**src/rtl/dma_controller.sv**
```systemverilog
// Line-oriented DMA engine: on a device interrupt it asks the CPU for a
// command, then steals the bus (br/bg) to copy up to DATA_SIZE device lines
// into memory, one line-write per chunk, and signals completion.
module dma_controller #(
   parameter int WORD_SIZE      = 16,
   parameter int LINE_WORDS     = 4,
   parameter int DATA_SIZE      = 3,
   parameter int DEVICE_BIT_LEN = 2
) (
   input  logic                             clk,
   input  logic                             reset,
   input  logic                             ext_interrupt,
   output logic [DEVICE_BIT_LEN-1:0]        offset,
   input  logic [LINE_WORDS*WORD_SIZE-1:0]  ext_data,
   output logic                             dma_begin_int,
   input  logic                             cmd_valid,
   input  logic [WORD_SIZE-1:0]             cmd_addr,
   input  logic [WORD_SIZE-1:0]             cmd_length,
   output logic                             br,
   input  logic                             bg,
   output logic                             mem_write,
   output logic [WORD_SIZE-1:0]             mem_addr,
   output logic [LINE_WORDS*WORD_SIZE-1:0]  mem_data,
   input  logic                             mem_ready,
   output logic                             dma_end_int
);

   localparam int CW = $clog2(DATA_SIZE + 1);

   typedef enum logic [2:0] {
      IDLE,
      WAIT_CMD,
      REQ,
      SETUP,
      WRITE,
      DONE
   } state_t;

   state_t               state, state_nx;
   logic                 int_q;
   logic                 int_rise;
   logic [CW-1:0]        k;
   logic [CW-1:0]        k_inc;
   logic [CW-1:0]        num_chunks;
   logic [CW-1:0]        cmd_chunks;
   logic [WORD_SIZE-1:0] base;
   logic [WORD_SIZE:0]   chunks_raw;

   assign int_rise = ext_interrupt & ~int_q;
   assign k_inc    = k + CW'(1);

   // Chunk count of the incoming command: ceil(length/LINE_WORDS), capped at DATA_SIZE
   always_comb begin
      chunks_raw = ({1'b0, cmd_length} + (WORD_SIZE+1)'(LINE_WORDS - 1))
                   / (WORD_SIZE+1)'(LINE_WORDS);
      if (chunks_raw > (WORD_SIZE+1)'(DATA_SIZE))
         cmd_chunks = CW'(DATA_SIZE);
      else
         cmd_chunks = CW'(chunks_raw);
   end

   // State register
   always_ff @(posedge clk) begin
      if (reset)
         state <= IDLE;
      else
         state <= state_nx;
   end

   // Interrupt edge register, begin pulse, command latch and chunk counter
   always_ff @(posedge clk) begin
      if (reset) begin
         int_q         <= 1'b0;
         dma_begin_int <= 1'b0;
         k             <= '0;
         num_chunks    <= '0;
         base          <= '0;
      end else begin
         int_q         <= ext_interrupt;
         dma_begin_int <= (state == IDLE) && int_rise;
         if (state == WAIT_CMD && cmd_valid) begin
            num_chunks <= cmd_chunks;
            base       <= cmd_addr;
            k          <= '0;
         end else if (state == WRITE && mem_ready) begin
            k <= k_inc;
         end
      end
   end

   // Next-state and bus-side outputs
   always_comb begin
      state_nx    = state;
      br          = 1'b0;
      offset      = '1;
      mem_write   = 1'b0;
      mem_addr    = '0;
      mem_data    = '0;
      dma_end_int = 1'b0;
      case (state)
         IDLE: begin
            if (int_rise)
               state_nx = WAIT_CMD;
         end
         WAIT_CMD: begin
            if (cmd_valid)
               state_nx = (cmd_chunks == '0) ? DONE : REQ;
         end
         REQ: begin
            br = 1'b1;
            if (bg)
               state_nx = SETUP;
         end
         SETUP: begin
            br     = 1'b1;
            offset = DEVICE_BIT_LEN'(k);
            state_nx = bg ? WRITE : REQ;
         end
         WRITE: begin
            // grant withdrawal is deliberately ignored here: a started write finishes
            br        = 1'b1;
            offset    = DEVICE_BIT_LEN'(k);
            mem_write = 1'b1;
            mem_data  = ext_data;
            mem_addr  = base + WORD_SIZE'(LINE_WORDS) * WORD_SIZE'(k);
            if (mem_ready)
               state_nx = (k_inc == num_chunks) ? DONE : SETUP;
         end
         DONE: begin
            dma_end_int = 1'b1;
            state_nx    = IDLE;
         end
         default: state_nx = IDLE;
      endcase
   end

endmodule

```
**config.mk**
```make
export PLATFORM = sky130hd
export DESIGN_NAME = dma_controller
export DESIGN_NICKNAME = d
export VERILOG_FILES = /design/src/rtl/dma_controller.sv
export SDC_FILE = /design/constraint.sdc
export NUM_CORES = 1
export LEC_CHECK = 0
export BUFFER_PORTS_ARGS = -buffer_cell sky130_fd_sc_hd__buf_2
export CORE_UTILIZATION = 37
export DETAILED_ROUTE_END_ITERATION = 12
export PLACE_DENSITY = 0.81
export RECOVER_POWER = 25
export SYNTH_ARGS = -nofsm -noshare
export SYNTH_HDL_FRONTEND = slang
export SYNTH_SLANG_ARGS = --single-unit
```
**constraint.sdc**
```tcl
create_clock -name clk -period 2.1 [get_ports clk]
set_input_delay 0.105 -clock clk [delete_from_list [all_inputs] [get_ports clk]]
set_output_delay 0.105 -clock clk [all_outputs]
set_load 0.1 [all_outputs]
```
# == After elaboration in Yosys (flattened, before gate mapping) ==
# Cells that the tools add are included.
# op_classes
n_bitwise,2
order_cmp,1
eq_ne,10
n_mux,15
addsub,3
reduce_logical,9
# ops
cell,count
64-bit 2-to-1 mux,1
3-bit 2-to-1 mux,7
16-bit by 2-bit adder with 17-bit output (second input constant),1
16-bit by 4-bit adder with 16-bit output,1
16-bit 2-to-1 mux,1
15-bit by 2-bit > comparator with 1-bit output (second input constant),1
3-bit case mux with 5 select lines,1
2-bit != test (second input constant),4
3-bit by 2-bit == test with 1-bit output (second input constant),2
3-bit == test (second input constant),2
2-bit 2-to-1 mux,2
4-bit AND reduction,1
2-bit OR reduction,2
3-bit by 1-bit == test with 1-bit output (second input constant),1
1-bit logical AND,3
3-bit logical NOT,1
1-bit 2-to-1 mux,3
3-bit OR reduction,1
2-bit by 1-bit adder with 2-bit output (second input constant),1
2-bit == test,1
2-bit logical NOT,1
1-bit bitwise AND,1
1-bit NOT,1
# word_totals
output_inout_bits,86
ff_bits,25
word_cells,46
inputBits,102

# == Longest topological paths before layout ==
# Gate-level depths: netlist (run 1).
# depth
ltp_word,7
depth_mapped,8
depth_no_buf,7

# == Least setup slack after synthesis (run 1) ==
# OpenSTA, ideal clock, no wires.
# synth_timing
path_kind,flip-flop to output port
from,register k[0]
to,output port mem_addr[8]
n_path_buf,0
setup_slack_ns,-0.791
required_ns,1.995
stages_incl_launch_ff,6
t_arrival_ns,2.786
cell_sequence,dfxtp_1 > ha_1 > fa_1 > nand3_1 > or3_1 > a21oi_1
# synth_via
elab_chain_cells,2
# synth_lines
element,line,source
"start, declared",42,logic [CW-1:0] k;
"start signal, assigned",86,k <= k_inc;
16-bit by 4-bit adder with 16-bit output,125,mem_addr = base + WORD_SIZE'(LINE_WORDS) * WORD_SIZE'(k);
16-bit 2-to-1 mux,100,case (state)
"end, declared",22,"output logic [WORD_SIZE-1:0] mem_addr,"
# No other way between the ends.

# == Worst setup path after layout (run 1) ==
# layout_timing
from,register k[1]
to,output port mem_addr[13]
# Same word-level chain as after synthesis.

==> results of run 1 <==
## layer usage
metal	global-route usage [%]	vias up
li1	-	1290
met1	29.3	1214
met2	42.9	133
met3	7.54	26
met4	10.3	0
met5	0	-
## registers in the layout, summed over array words and instances (netlist names)
register / count
base: 16
state: 3
k: 2
num_chunks: 2
dma_begin_int: 1
int_q: 1
## critical path: cells and delay by family, from the launching register on
family / cells / cell delay, ns
simple gates: 3 / 0.50
compound gates: 1 / 0.09
buf+inv: 2 / 0.37
flops: 1 / 0.36
xor+xnor: 1 / 0.17
fa+ha+maj: 1 / 0.31
## cell families after synthesis
kind of cell	count (synthesis)	synth area share (%)
XOR/XNOR	14	6.12
flip-flops	25	25.0
multiplexers	2	0.999
AO/OA/AOI/OAI	45	14.0
AND/OR/NAND/NOR	174	47.5
buffers and inverters	18	4.18
adder cells (fa/ha/maj)	3	2.25
## through the flow
stage | cell area [um^2] | utilization [%] | hold slack, ns | cells | power, mW
2_1_floorplan | 2070 | - | 0.184 | 281 | 0.890
3_3_place_gp | 3310 | 63.9 | 0.351 | 527 | 1.02
3_5_place_dp | 3310 | 63.9 | 0.352 | 527 | 1.04
4_1_cts | 3380 | 65.3 | 0.0672 | 531 | 1.32
5_1_grt | 3470 | 67.2 | 0.0701 | 535 | 1.39
6_report | 3470 | 67.2 | 0.0692 | 535 | 1.32
## cell usage in the layout, fill, tap and decap left out, types with 6 or more instances in the layout
cell type	Yosys	final
nor2_1	18	11
dfxtp_1	25	22
a21oi_1	22	19
o21ai_0	8	9
buf_4	0	11
nor2_4	1	6
nand2b_1	6	6
and2_1	69	60
buf_2	3	160
buf_12	0	16
and2_2	0	9
xor2_1	10	6
nand2_1	44	43
## layout make-up
cell class,instances,area share (%)
Tap cell,70,2.52
Multi-Input combinational cell,238,45.1
Sequential cell,25,14.6
Inverter,4,0.576
Timing Repair Buffer,194,35.9
Clock buffer,4,1.30
## worst paths after layout
check,end,slack (ns),depth (start not counted)
max,mem_addr[13],-0.07,8
min,base[7],0.07,3
max reg2reg,base[5],0.14,4
min reg2reg,base[0],0.46,2
## repair_timing
item | CTS | global route
pin swaps | 1 | 7
resized for setup | 5 | 20
setup buffers | 0 | 4
endpoints found under the setup margin | 4 | 28
hold endpoints to repair | 0 | 0
## report_power, final
group | internal (mW) | switching (mW)
clock | 0.135 | 0.144
combinational | 0.173 | 0.289
sequential | 0.517 | 0.0592
==> results.txt, run 1 <==
Initial Utilization -> 38.7%
met3 wire len -> 711 um
H-tree lvl count -> 1
estimated wirelength of the detail-placed design -> 6.38 mm
crit path from -> k[1]
ys async rst share -> 0%
total gr overflow -> 0
Layout Nets -> 571
final setup violation count -> 3
CP peak stage delay -> 0.36 ns
sequential cell area -> 507 um^2
final worst path period need -> 2.17 ns
Post-synth EDFFs -> 0
wire length on met1 -> 3.04 mm
global-route wire length before repair -> 10.8 mm
clk sinks -> 25
Slew headroom -> 23.2%
drt drc -> 0
antenna cell count -> 0
Multi-input gate area -> 1570 um^2
TritonCTS buffer count -> 3
area leader, netlist -> dfxtp_1
yosys warns -> 0
Cells after Synth -> 281
Initial DRT Pass Iterations -> 4
Die Height -> 75.6 um
clock transition at the registers of the reported paths -> 0.08 ns
final hold viol count -> 0
Slowest-stage cell, CP -> dfxtp_4
number of port buffers -> 187
pwr dens -> 379 nW/um^2
Worst-Margin Slew -> 1.16 ns
most frequent cell after synthesis -> and2_1
Max Cap Viol -> 0
startpoint types -> register
CP max FO -> 4
initial antenna violation count -> 0
share of Yosys cell area claimed by the top area cell type -> 25.0%
antenna viol nets, final -> 0
number of vias per cell -> 4.98
Worst EP required -> 2.00 ns
crit share post-route -> 103%
share of layout cells above drive strength 1 -> 51.4%
skew final -> 0.00196 ns
Cell Chain, Critical Path -> ha_1 > a21oi_2 > nor4_2 > buf_4 > nand3_2 > xor2_2 > nor2_4 > buf_12
P_leak -> 1.72 nW
Fillers -> 419
reg2reg start -> state[0]
hold path startpoint -> cmd_addr[7]
worst-skew pair later-pin latency -> 0.26 ns
hold buffers post-CTS -> 0
total core area -> 5170 um^2
die area -> 5710 um^2
# IOs -> 188
Synth area leaders -> dfxtp_1, and2_1, nand2_1
Cell variety after synth -> 42
fin. max-slew vios -> 0
clk root buf -> clkbuf_8
Top Layer Used -> met4
HP Class -> input port to register
Wirelength per Cell -> 14.9 um
Worst VDD drop -> 211 uV
Rows -> 26
aggregate global-route resource usage -> 25.1%
met2 wire length -> 3.88 mm
Die Wd -> 75.6 um
outcome -> complete, but fails checks
post-synthesis area per instance -> 7.13 um^2
routed wire length -> 7.96 mm
Layout Area Growth over Synthesis -> 73.4%
crit path capture type -> output pin
Starting DRT DRC Count -> 269
Fin Setup TNS -> -0.146 ns
failing checks -> setup timing
Setup CP Type -> register to output pin
RSZ-0062 raised after global routing -> yes
GPL Wtd Cong -> 0.882
clock buffer depth -> 2
crit path DAT -> 2.06 ns
Cell Area, Synth -> 2000 um^2
number of global-route vias before repair -> 2285
dominant synthesized flop cell -> dfxtp_1
fmax -> 461 MHz
sequential area share after synthesis -> 25.0%
pre-CTS WS -> 0.202 ns
Synth top cells by count -> and2_1, nand2_1, dfxtp_1
pin count of the biggest net entering global routing -> 73
Final Worst Setup Slack -> -0.0676 ns
CTS tree -> yes
vias post-DR -> 2663
Seq cells post-synth -> 25
Mapped Nets -> 386
Power figures use the tool's default switching activity.
==> run 2: changes to the inputs <==
CORE_UTILIZATION = 38   (was 37)
CTS_BUF_LIST = sky130_fd_sc_hd__clkbuf_8   (was not set)
GPL_TIMING_DRIVEN = 0   (was not set)
PLACE_DENSITY = 0.83   (was 0.81)
==> results.txt, run 2 (synthesis results as in run 1) <==
outcome -> complete, but fails checks
failing checks -> DRC
clk root buf -> clkbuf_8
CTS tree -> yes
crit share post-route -> 97.8%
antenna cell count -> 0
total gr overflow -> 0
crit path capture type -> output pin
Initial DRT Pass Iterations -> 9
antenna viol nets, final -> 0
Worst EP required -> 2.00 ns
# IOs -> 188
Layout Nets -> 583
hold buffers post-CTS -> 0
crit path from -> k[0]
total core area -> 5110 um^2
H-tree lvl count -> 1
Cell Chain, Critical Path -> ha_4 > fa_2 > nand3_4 > nor3_4 > nand2_1 > xor2_2 > nor2_4 > buf_8
crit path DAT -> 1.95 ns
CP peak stage delay -> 0.42 ns
final hold viol count -> 0
Rows -> 26
estimated wirelength of the detail-placed design -> 7.06 mm
Die Height -> 74.6 um
Setup CP Type -> register to output pin
number of global-route vias before repair -> 2388
most frequent cells in the layout -> buf_2, and2_1, nand2_1
most common cell after layout, fill and taps aside -> buf_2
Final Worst Setup Slack -> 0.0472 ns
Slowest-stage cell, CP -> fa_2
Die Wd -> 74.6 um
design area -> 3530 um^2
routed wire length -> 8.82 mm
fmax -> 487 MHz
HP Class -> input port to register
hold path startpoint -> cmd_addr[8]
clock buffer depth -> 2
GPL Wtd Cong -> 0.871
die area -> 5570 um^2
Max Cap Viol -> 0
fin. max-slew vios -> 0
Design Power -> 1.35 mW
startpoint types -> register
Slew headroom -> 23.1%
max reg flops -> 16
pre-CTS WS -> -0.152 ns
Worst-Margin Slew -> 1.16 ns
CP max FO -> 6
final setup violation count -> 0
Layout Area Growth over Synthesis -> 76.4%
drt drc -> 1
global-route wire length before repair -> 12.0 mm
Wirelength per Cell -> 16.1 um
clock transition at the registers of the reported paths -> 0.09 ns
clk sinks -> 25
reg2reg start -> state[0]
most flop-heavy register -> base
Fillers -> 414
pin count of the biggest net entering global routing -> 14
largest registers -> base x16, state x3
share of layout cells above drive strength 1 -> 51.8%
Worst VDD drop -> 211 uV
final worst path period need -> 2.05 ns
vias post-DR -> 2798
dpl cell area -> 3100 um^2
worst-skew pair later-pin latency -> 0.27 ns
TritonCTS buffer count -> 3
initial antenna violation count -> 0
number of port buffers -> 187
number of vias per cell -> 5.12
Initial Utilization -> 39.2%
P_leak -> 1.70 nW
aggregate global-route resource usage -> 29.7%
pwr dens -> 382 nW/um^2
Starting DRT DRC Count -> 222
skew final -> 0.00571 ns
-- run 2: final cells by class --
type / instances / area, um^2 / share of cell area [%]
Multi-Input combinational cell: 238 / 1560 / 44.2
Clock inverter: 1 / 3.75 / 0.106
Sequential cell: 25 / 513 / 14.5
Timing Repair Buffer: 192 / 1240 / 35.0
Tap cell: 70 / 87.6 / 2.48
Inverter: 4 / 20.0 / 0.567
Buffer: 14 / 70.1 / 1.98
Clock buffer: 3 / 41.3 / 1.17
-- run 2: critical path, delay by kind of cell, from the launching register on --
family | cells | cell delay, ns
adders and majority gates | 2 | 0.59
DFF | 1 | 0.37
and+or+nand+nor | 4 | 0.34
xor gates and xnor gates | 1 | 0.19
buffers and inverters | 1 | 0.18
-- run 2: what timing repair did --
item / 4_1_cts / 5_1_grt
endpoints found under the setup margin: 44 / 72
pin swaps: 3 / 4
buffers inserted: 2 / 3
resized for setup: 71 / 59
-- run 2: metal layers --
layer  up-vias  wire [um]  track usage [%]
li1       1319          -                -
met1      1304       3260             34.4
met2       155       4670             54.6
met3        20        688             5.56
met4         0        200             9.85
met5         -          0                0
-- run 2: path summary, 6_finish.rpt --
kind	to	slack, ns	cells after the start
hold / removal	base[8]	0.06	3
setup reg to reg	base[12]	0.19	6
setup / recovery	mem_addr[14]	0.05	8
hold reg to reg	base[15]	0.47	2
-- run 2: metrics by stage --
stage	utilization, %	hold WS [ns]	std cells	TNS, ns
floorplan	-	0.184	281	-1.24
global placement	60.6	0.333	538	-0.326
detailed placement	60.6	0.342	538	-0.431
CTS	66.2	0.0526	544	-0.0242
global route	69.2	0.0533	547	-0.0307
finish	69.2	0.0593	547	0
-- run 2: power by group --
part | leakage, nW | internal [mW] | switching [mW]
registers | 0.207 | 0.517 | 0.0467
clock network | 0.0269 | 0.131 | 0.154
logic | 1.47 | 0.187 | 0.313
